$ cat src/rtl/wave_ram_bank.sv
// Wave RAM for sound channel 3: two banks of halfword sample storage.
// The playing bank drives addr_0x90..addr_0x9E; CPU writes and reads always
// target the other (idle) bank. NR30 selects the bank directly, and in
// 64-sample mode the banks swap on every pattern wrap.
// Optional readback of the idle bank is enabled with WAVE_RAM_READBACK_EN;
// without it bus_rdata is constant zero and bus_re is ignored.
// The eight addr_0x9X outputs assume HW_PER_BANK == 8.
module wave_ram_bank #(
    parameter int unsigned HW_PER_BANK = 8,
    parameter logic [15:0] RESET_FILL  = 16'h0
) (
    input  logic                           system_clock,
    input  logic                           reset,
    input  logic                           bus_we,
    input  logic                           bus_re,
    input  logic [$clog2(HW_PER_BANK)-1:0] bus_addr,
    input  logic [1:0]                     bus_be,
    input  logic [15:0]                    bus_wdata,
    output logic [15:0]                    bus_rdata,
    input  logic [7:0]                     NR30,
    input  logic                           nr30_we,
    input  logic                           pattern_wrap,
    output logic [15:0]                    addr_0x90,
    output logic [15:0]                    addr_0x92,
    output logic [15:0]                    addr_0x94,
    output logic [15:0]                    addr_0x96,
    output logic [15:0]                    addr_0x98,
    output logic [15:0]                    addr_0x9A,
    output logic [15:0]                    addr_0x9C,
    output logic [15:0]                    addr_0x9E,
    output logic                           play_bank
);

    logic        nr30_play_en;
    logic        nr30_bank_sel;
    logic        nr30_dim64;
    logic [4:0]  unused_nr30;

    logic        play_bank_q;
    logic        play_bank_d;
    logic        idle_bank;

    logic [15:0] ram_q [2][HW_PER_BANK];
    logic [15:0] ram_d [2][HW_PER_BANK];

    assign nr30_play_en  = NR30[7];
    assign nr30_bank_sel = NR30[6];
    assign nr30_dim64    = NR30[5];
    assign unused_nr30   = NR30[4:0];

    // Idle bank is taken from the pre-edge play bank, so a write that
    // coincides with a swap lands in the bank that was idle this cycle.
    assign idle_bank = ~play_bank_q;

    // Bank selection: disabled channel tracks NR30, an NR30 write beats a wrap,
    // and a wrap only swaps in 64-sample mode.
    always_comb begin
        play_bank_d = play_bank_q;
        if (!nr30_play_en) begin
            play_bank_d = nr30_bank_sel;
        end else if (nr30_we) begin
            play_bank_d = nr30_bank_sel;
        end else if (pattern_wrap && nr30_dim64) begin
            play_bank_d = ~play_bank_q;
        end
    end

    // Byte-masked write into the idle bank; the playing bank is never touched.
    always_comb begin
        ram_d = ram_q;
        if (bus_we) begin
            if (bus_be[0]) begin
                ram_d[idle_bank][bus_addr][7:0] = bus_wdata[7:0];
            end
            if (bus_be[1]) begin
                ram_d[idle_bank][bus_addr][15:8] = bus_wdata[15:8];
            end
        end
    end

    // Play bank register.
    always_ff @(posedge system_clock or posedge reset) begin
        if (reset) begin
            play_bank_q <= 1'b0;
        end else begin
            play_bank_q <= play_bank_d;
        end
    end

    // Sample storage, both banks preloaded with RESET_FILL.
    always_ff @(posedge system_clock or posedge reset) begin
        if (reset) begin
            for (int b = 0; b < 2; b++) begin
                for (int i = 0; i < int'(HW_PER_BANK); i++) begin
                    ram_q[b][i] <= RESET_FILL;
                end
            end
        end else begin
            ram_q <= ram_d;
        end
    end

`ifdef WAVE_RAM_READBACK_EN
    logic [15:0] rdata_q;
    logic [15:0] rdata_d;

    // Readback of the idle bank; sampled from ram_q so a coincident write
    // returns the pre-write contents.
    always_comb begin
        rdata_d = rdata_q;
        if (bus_re) begin
            rdata_d = ram_q[idle_bank][bus_addr];
        end
    end

    // Read data register, holds between reads.
    always_ff @(posedge system_clock or posedge reset) begin
        if (reset) begin
            rdata_q <= 16'h0000;
        end else begin
            rdata_q <= rdata_d;
        end
    end

    assign bus_rdata = rdata_q;
`else
    logic unused_bus_re;

    assign unused_bus_re = bus_re;
    assign bus_rdata     = 16'h0000;
`endif

    assign play_bank = play_bank_q;

    assign addr_0x90 = ram_q[play_bank_q][0];
    assign addr_0x92 = ram_q[play_bank_q][1];
    assign addr_0x94 = ram_q[play_bank_q][2];
    assign addr_0x96 = ram_q[play_bank_q][3];
    assign addr_0x98 = ram_q[play_bank_q][4];
    assign addr_0x9A = ram_q[play_bank_q][5];
    assign addr_0x9C = ram_q[play_bank_q][6];
    assign addr_0x9E = ram_q[play_bank_q][7];

endmodule

$ cat config.mk
export PLATFORM = sky130hd
export DESIGN_NAME = wave_ram_bank
export DESIGN_NICKNAME = d
export VERILOG_FILES = /design/src/rtl/wave_ram_bank.sv
export SDC_FILE = /design/constraint.sdc
export NUM_CORES = 1
export LEC_CHECK = 0
export CORE_MARGIN = 5
export CORE_UTILIZATION = 40
export DETAILED_ROUTE_END_ITERATION = 8
export DONT_BUFFER_PORTS = 1
export PLACE_DENSITY = 0.53
export SYNTH_ARGS = -nofsm -noshare
export SYNTH_HDL_FRONTEND = slang
export SYNTH_SLANG_ARGS = --single-unit
$ cat constraint.sdc
create_clock -name system_clock -period 16.03 [get_ports system_clock]
set_clock_uncertainty 0.05 [all_clocks]
set_input_delay 4.809 -clock system_clock [delete_from_list [all_inputs] [get_ports system_clock]]
set_output_delay 4.809 -clock system_clock [all_outputs]
set_load 0.005 [all_outputs]
# --- Yosys cells after proc, flatten, opt, wreduce, memory -nomap -nowiden ---
# Cells that the tools add are included.
op_classes:
  n_lt_le_gt_ge: 5
  n_eq_ne: 1
  n_mux: 19
  n_bitwise: 4
  reduce_logical: 3
op_table:
  columns: ["operator", "n"]
  rows:
  - ["256-bit 2-to-1 mux", 3]
  - ["128-bit 2-to-1 mux", 5]
  - ["256-bit bitwise mux", 2]
  - ["128-bit demux with 1-bit select", 2]
  - ["16-bit demux with 3-bit select", 2]
  - ["16-bit 2-to-1 mux", 1]
  - ["8-bit 2-to-1 mux", 1]
  - ["2-bit greater-or-equal comparator (second input constant)", 2]
  - ["4-bit greater-or-equal comparator (second input constant)", 1]
  - ["4-bit by 1-bit less-than comparator with 1-bit output (second input constant)", 1]
  - ["1-bit NOT with 2-bit output", 2]
  - ["3-bit NOT with 4-bit output", 1]
  - ["1-bit logical AND", 3]
  - ["1-bit 2-to-1 mux", 3]
  - ["3-bit by 1-bit inequality test with 1-bit output (second input constant)", 1]
  - ["2-bit by 1-bit less-than comparator with 1-bit output (second input constant)", 1]
  - ["1-bit NOT", 1]
word_totals:
  regBits: 257
  in_bits: 35
  out_inout_bits: 145
  wordCells: 49

# --- Logic depth before layout (Yosys ltp) ---
logic_depth:
  depth_word: 12
  depth_mapped: 5
  ltp_nobuf: 3

# --- Least setup slack after synthesis ---
# Ideal clock, no wire load.
synth_timing:
  kind: "reg2out"
  from: "register play_bank_q, in the netlist play_bank"
  to: "output addr_0x9C[9]"
  arrival_ps: 1503
  required_ps: 11171
  slack_ps: 9668
  stages_incl_launch_ff: 5
  cell_sequence: "dfrtp_1 > buf_2 > clkbuf_1 > buf_2 > mux2_2"
synth_between:
  elab_chain_cells: 4
synth_lines:
  columns: ["element", "line", "rtl"]
  rows:
  - ["from (decl)", "39", "logic play_bank_q;"]
  - ["from (signal assigned)", "86", "play_bank_q <= play_bank_d;"]
  - ["1-bit NOT with 2-bit output (not written as such)", "141", "assign addr_0x9C = ram_q[play_bank_q][6];"]
  - ["128-bit 2-to-1 mux (3 in a row)", null, null]
  - ["to (decl)", "29", "output logic [15:0] addr_0x9C,"]
# No other way between the ends. The select of a mux whose other input is x is not followed.

# --- Worst setup path after layout ---
layout_timing:
  from: "register play_bank_q, in the netlist play_bank"
  to: "output addr_0x92[15]"
layout_between:
  elab_chain_cells: 4
layout_lines:
  columns: ["element", "line", "rtl"]
  rows:
  - ["1-bit NOT with 2-bit output (not written as such)", "136", "assign addr_0x92 = ram_q[play_bank_q][1];"]
  - ["128-bit 2-to-1 mux (3 in a row)", null, null]
  - ["to (decl)", "24", "output logic [15:0] addr_0x92,"]
# No other way between the ends. The select of a mux whose other input is x is not followed.

==> flow_metrics.tcl <==
set metrics [dict create \
    die_width_um 179 \
    synth_top_family_by_area "multiplexers" \
    cts_buffers 29 \
    routed_wl_um 26300 \
    clock_path_buffers 3 \
    post-route-period-util_pct 49.2 \
    cp.required_ps 11170 \
    h-tree-depth 1 \
    hpwlAfterDp_um 17500 \
    cp-end-kind "primary output" \
    rsz0062_at_grt "false" \
    synthMuxAreaShare_pct 37.9 \
    pwr_density_cell_nw_per_um2 141 \
    diodes 0 \
    die_h_um 179 \
    ant_nets 0 \
    syn-cell-area_um2 11400 \
    die_area_um2 32000 \
    synth-xor-area-share_pct 0.0768 \
    drtIter0Drc 157 \
    start_util_pct 40.7 \
    fmax_mhz 127 \
    grt-ovfl-total 0 \
    setup_viol 0 \
    r2r-start "play_bank$_DFFE_PP0P_" \
    vias 5934 \
    pwr-share-seq_pct 48.5 \
    first_pass_iters 4 \
    drc 0 \
    syn_inst 750 \
    finalSetupTns_ps 0 \
    clkSinkCount 257 \
    syn_area_per_cell_um2 15.2 \
    maxSlewHeadroom_pct 25.3 \
    combinationalPowerShare_pct 16.7 \
    drv.max_cap_violation_count 0 \
    rr_worst_depth 4 \
    cpMaxStageDelayCell "buf_4" \
    worstPathCellList "buf_4, mux2_2" \
    clk_latency_ps 530 \
    seq_area_frac_synth_pct 56.4 \
    cts_root_buf "clkbuf_16" \
    clk_pin_slew_worst_paths_ps 60 \
    via_per_inst 5.20 \
    critical_path.max_stage_delay_ps 1000 \
    cp_max_fo 82 \
    crit_end "addr_0x92[15]" \
    report.final.slew_viol_count 0 \
    peakVddDrop_uv 74.4 \
    fin_ws_ps 8140 \
    crit_type "reg2out" \
    layout.nets 778 \
    drive_gt1_share_pct 59.4 \
    p_int_mw 1.33 \
    io_pins 180 \
    crit_arrival_ps 3030 \
    critPathBufInv 1 \
    clockPowerShare_pct 34.8 \
    final_hold_viol_count 0 \
    cts-resized-gates 0 \
    rows 61 \
    ys_ff_latch 257 \
    cts_tree "done" \
    ys_types 25 \
    grt_use_total_pct 16.5 \
    critPathLaunchType "flop" \
    postCtsSetupRepairBufs 0 \
    leakage_nw 5.69 \
    routedWlPerCell_um 23.0 \
    r2r_setup_slack_ps 12330 \
    path_depth 2 \
    grt_pass1_wl_um 40900 \
    grt_max_degree 126 \
    synth_fa_ha_area_share_pct 0 \
    hold_slack_ps 440 \
    switching_share_pct 25.0 \
    area_growth_pct 10.3 \
    cts_hold_buf 0 \
    portBuffers 0 \
    reg2reg_to "ram_q[201]$_DFFE_PP0P_" \
    cp-startpoint "play_bank$_DFFE_PP0P_" \
    outcome "finished clean" \
    gp_congestion 0.706 \
    synth_compound_area_share_pct 0.0987 \
    coreArea_um2 28000 \
    synth-simple-area-share_pct 2.87 \
    critical_path.top_delay_family "buffers and inverters" \
    fillers 2507 \
    worst_slew_pin_slew_ps 1120 \
    switchingPower_uw 443 \
    grt_pass1_vias 6641 \
    min_path_type "reg2reg" \
    antenna_found_initial 0 \
    fin_crit_ps 7890 \
    ys_warn_count 0 \
    dp_slack_ps 8660 \
]
## layout make-up
class                   instances  area (um^2)  area share [%]
well taps                     378          473            3.76
multi-input cells             450         4730            37.6
clock inverters                 7         38.8           0.308
inverters                       2         15.0           0.119
clock buffers                  45          866            6.88
repair buffers                  3         22.5           0.179
flip-flops and latches        257         6430            51.1
## power by group through the flow
stage | Combinational (mW) | Clock [mW] | Sequential (mW)
floorplan | 0.258 | 0 | 0.843
global placement | 0.295 | 0 | 0.860
detailed placement | 0.305 | 0 | 0.872
CTS | 0.306 | 0.642 | 0.861
global route | 0.329 | 0.667 | 0.877
finish | 0.297 | 0.617 | 0.860
## per-stage QoR
stage	utilization (%)	total power [mW]	std cells	instance area, um^2
after floorplan	-	1.10	765	11500
after global placement	41.7	1.15	1090	11700
after detailed placement	41.7	1.18	1090	11700
after CTS	44.9	1.81	1142	12600
after global routing	44.9	1.87	1142	12600
final	44.9	1.77	1142	12600
## sequential cells by signal, indices dropped and copies added, names as in the netlist
register / count
ram_q: 256
play_bank: 1
## synthesized netlist by cell type
library cell | number | area, um^2
a21oi_1 | 1 | 5.00
a31oi_1 | 1 | 6.26
buf_1 | 1 | 3.75
buf_2 | 15 | 75.1
buf_4 | 18 | 135
clkbuf_1 | 22 | 82.6
conb_1 | 1 | 3.75
dfrtp_1 | 257 | 6430
inv_1 | 2 | 7.51
mux2_1 | 2 | 22.5
mux2_2 | 382 | 4300
nand2_1 | 8 | 30.0
nand2b_1 | 2 | 12.5
nand3_1 | 1 | 5.00
nand3_2 | 1 | 10.0
nand4_1 | 2 | 12.5
nand4b_1 | 3 | 26.3
nand4b_2 | 1 | 15.0
nor2_1 | 1 | 3.75
nor2_2 | 18 | 113
nor2b_1 | 2 | 12.5
nor3_4 | 3 | 48.8
nor4bb_1 | 2 | 20.0
or3_1 | 3 | 18.8
xor2_1 | 1 | 8.76
## routing by layer
layer	vias to the layer above	wire (um)	part of all wire, %	GRT usage (%)
li1	2640	-	-	-
met1	3107	10400	39	20.0
met2	152	13100	50	28.2
met3	35	2410	9.2	6.37
met4	0	399	1.5	3.42
met5	-	0	0	0
## placed cells by master (no fill, tap or decap), drive strengths merged
master / netlist / final
a21oi: 1 / 1
a31oi: 1 / 1
buf: 34 / 3
clkbuf: 22 / 45
clkinv: 0 / 6
conb: 1 / 16
dfrtp: 257 / 257
inv: 2 / 3
mux2: 384 / 384
nand2: 8 / 8
nand2b: 2 / 2
nand3: 2 / 2
nand4: 2 / 2
nand4b: 4 / 4
nor2: 19 / 19
nor2b: 2 / 2
nor3: 3 / 3
nor4bb: 2 / 2
or3: 3 / 3
xor2: 1 / 1
## how the worst min path moves through the flow
stage               depth (start not counted)  slack (ps)               endpoint             startpoint
global route                                1         460  ram_q[70]$_DFFE_PP0P_  ram_q[70]$_DFFE_PP0P_
CTS                                         1         440  ram_q[63]$_DFFE_PP0P_  ram_q[63]$_DFFE_PP0P_
global placement                            1         420  ram_q[63]$_DFFE_PP0P_  ram_q[63]$_DFFE_PP0P_
detailed placement                          1         430  ram_q[63]$_DFFE_PP0P_  ram_q[63]$_DFFE_PP0P_
floorplan                                   1         410  ram_q[54]$_DFFE_PP0P_  ram_q[54]$_DFFE_PP0P_
finish                                      1         440  ram_q[54]$_DFFE_PP0P_  ram_q[54]$_DFFE_PP0P_
## logic make-up (layout without fill, tap and decap cells)
family          Yosys count  after routing
compound gates            2              2
other cells               1             16
buf+inv                  58             57
simple gates             47             47
mux                     384            384
xor+xnor                  1              1
flops                   257            257
Power figures use the tool's default switching activity.
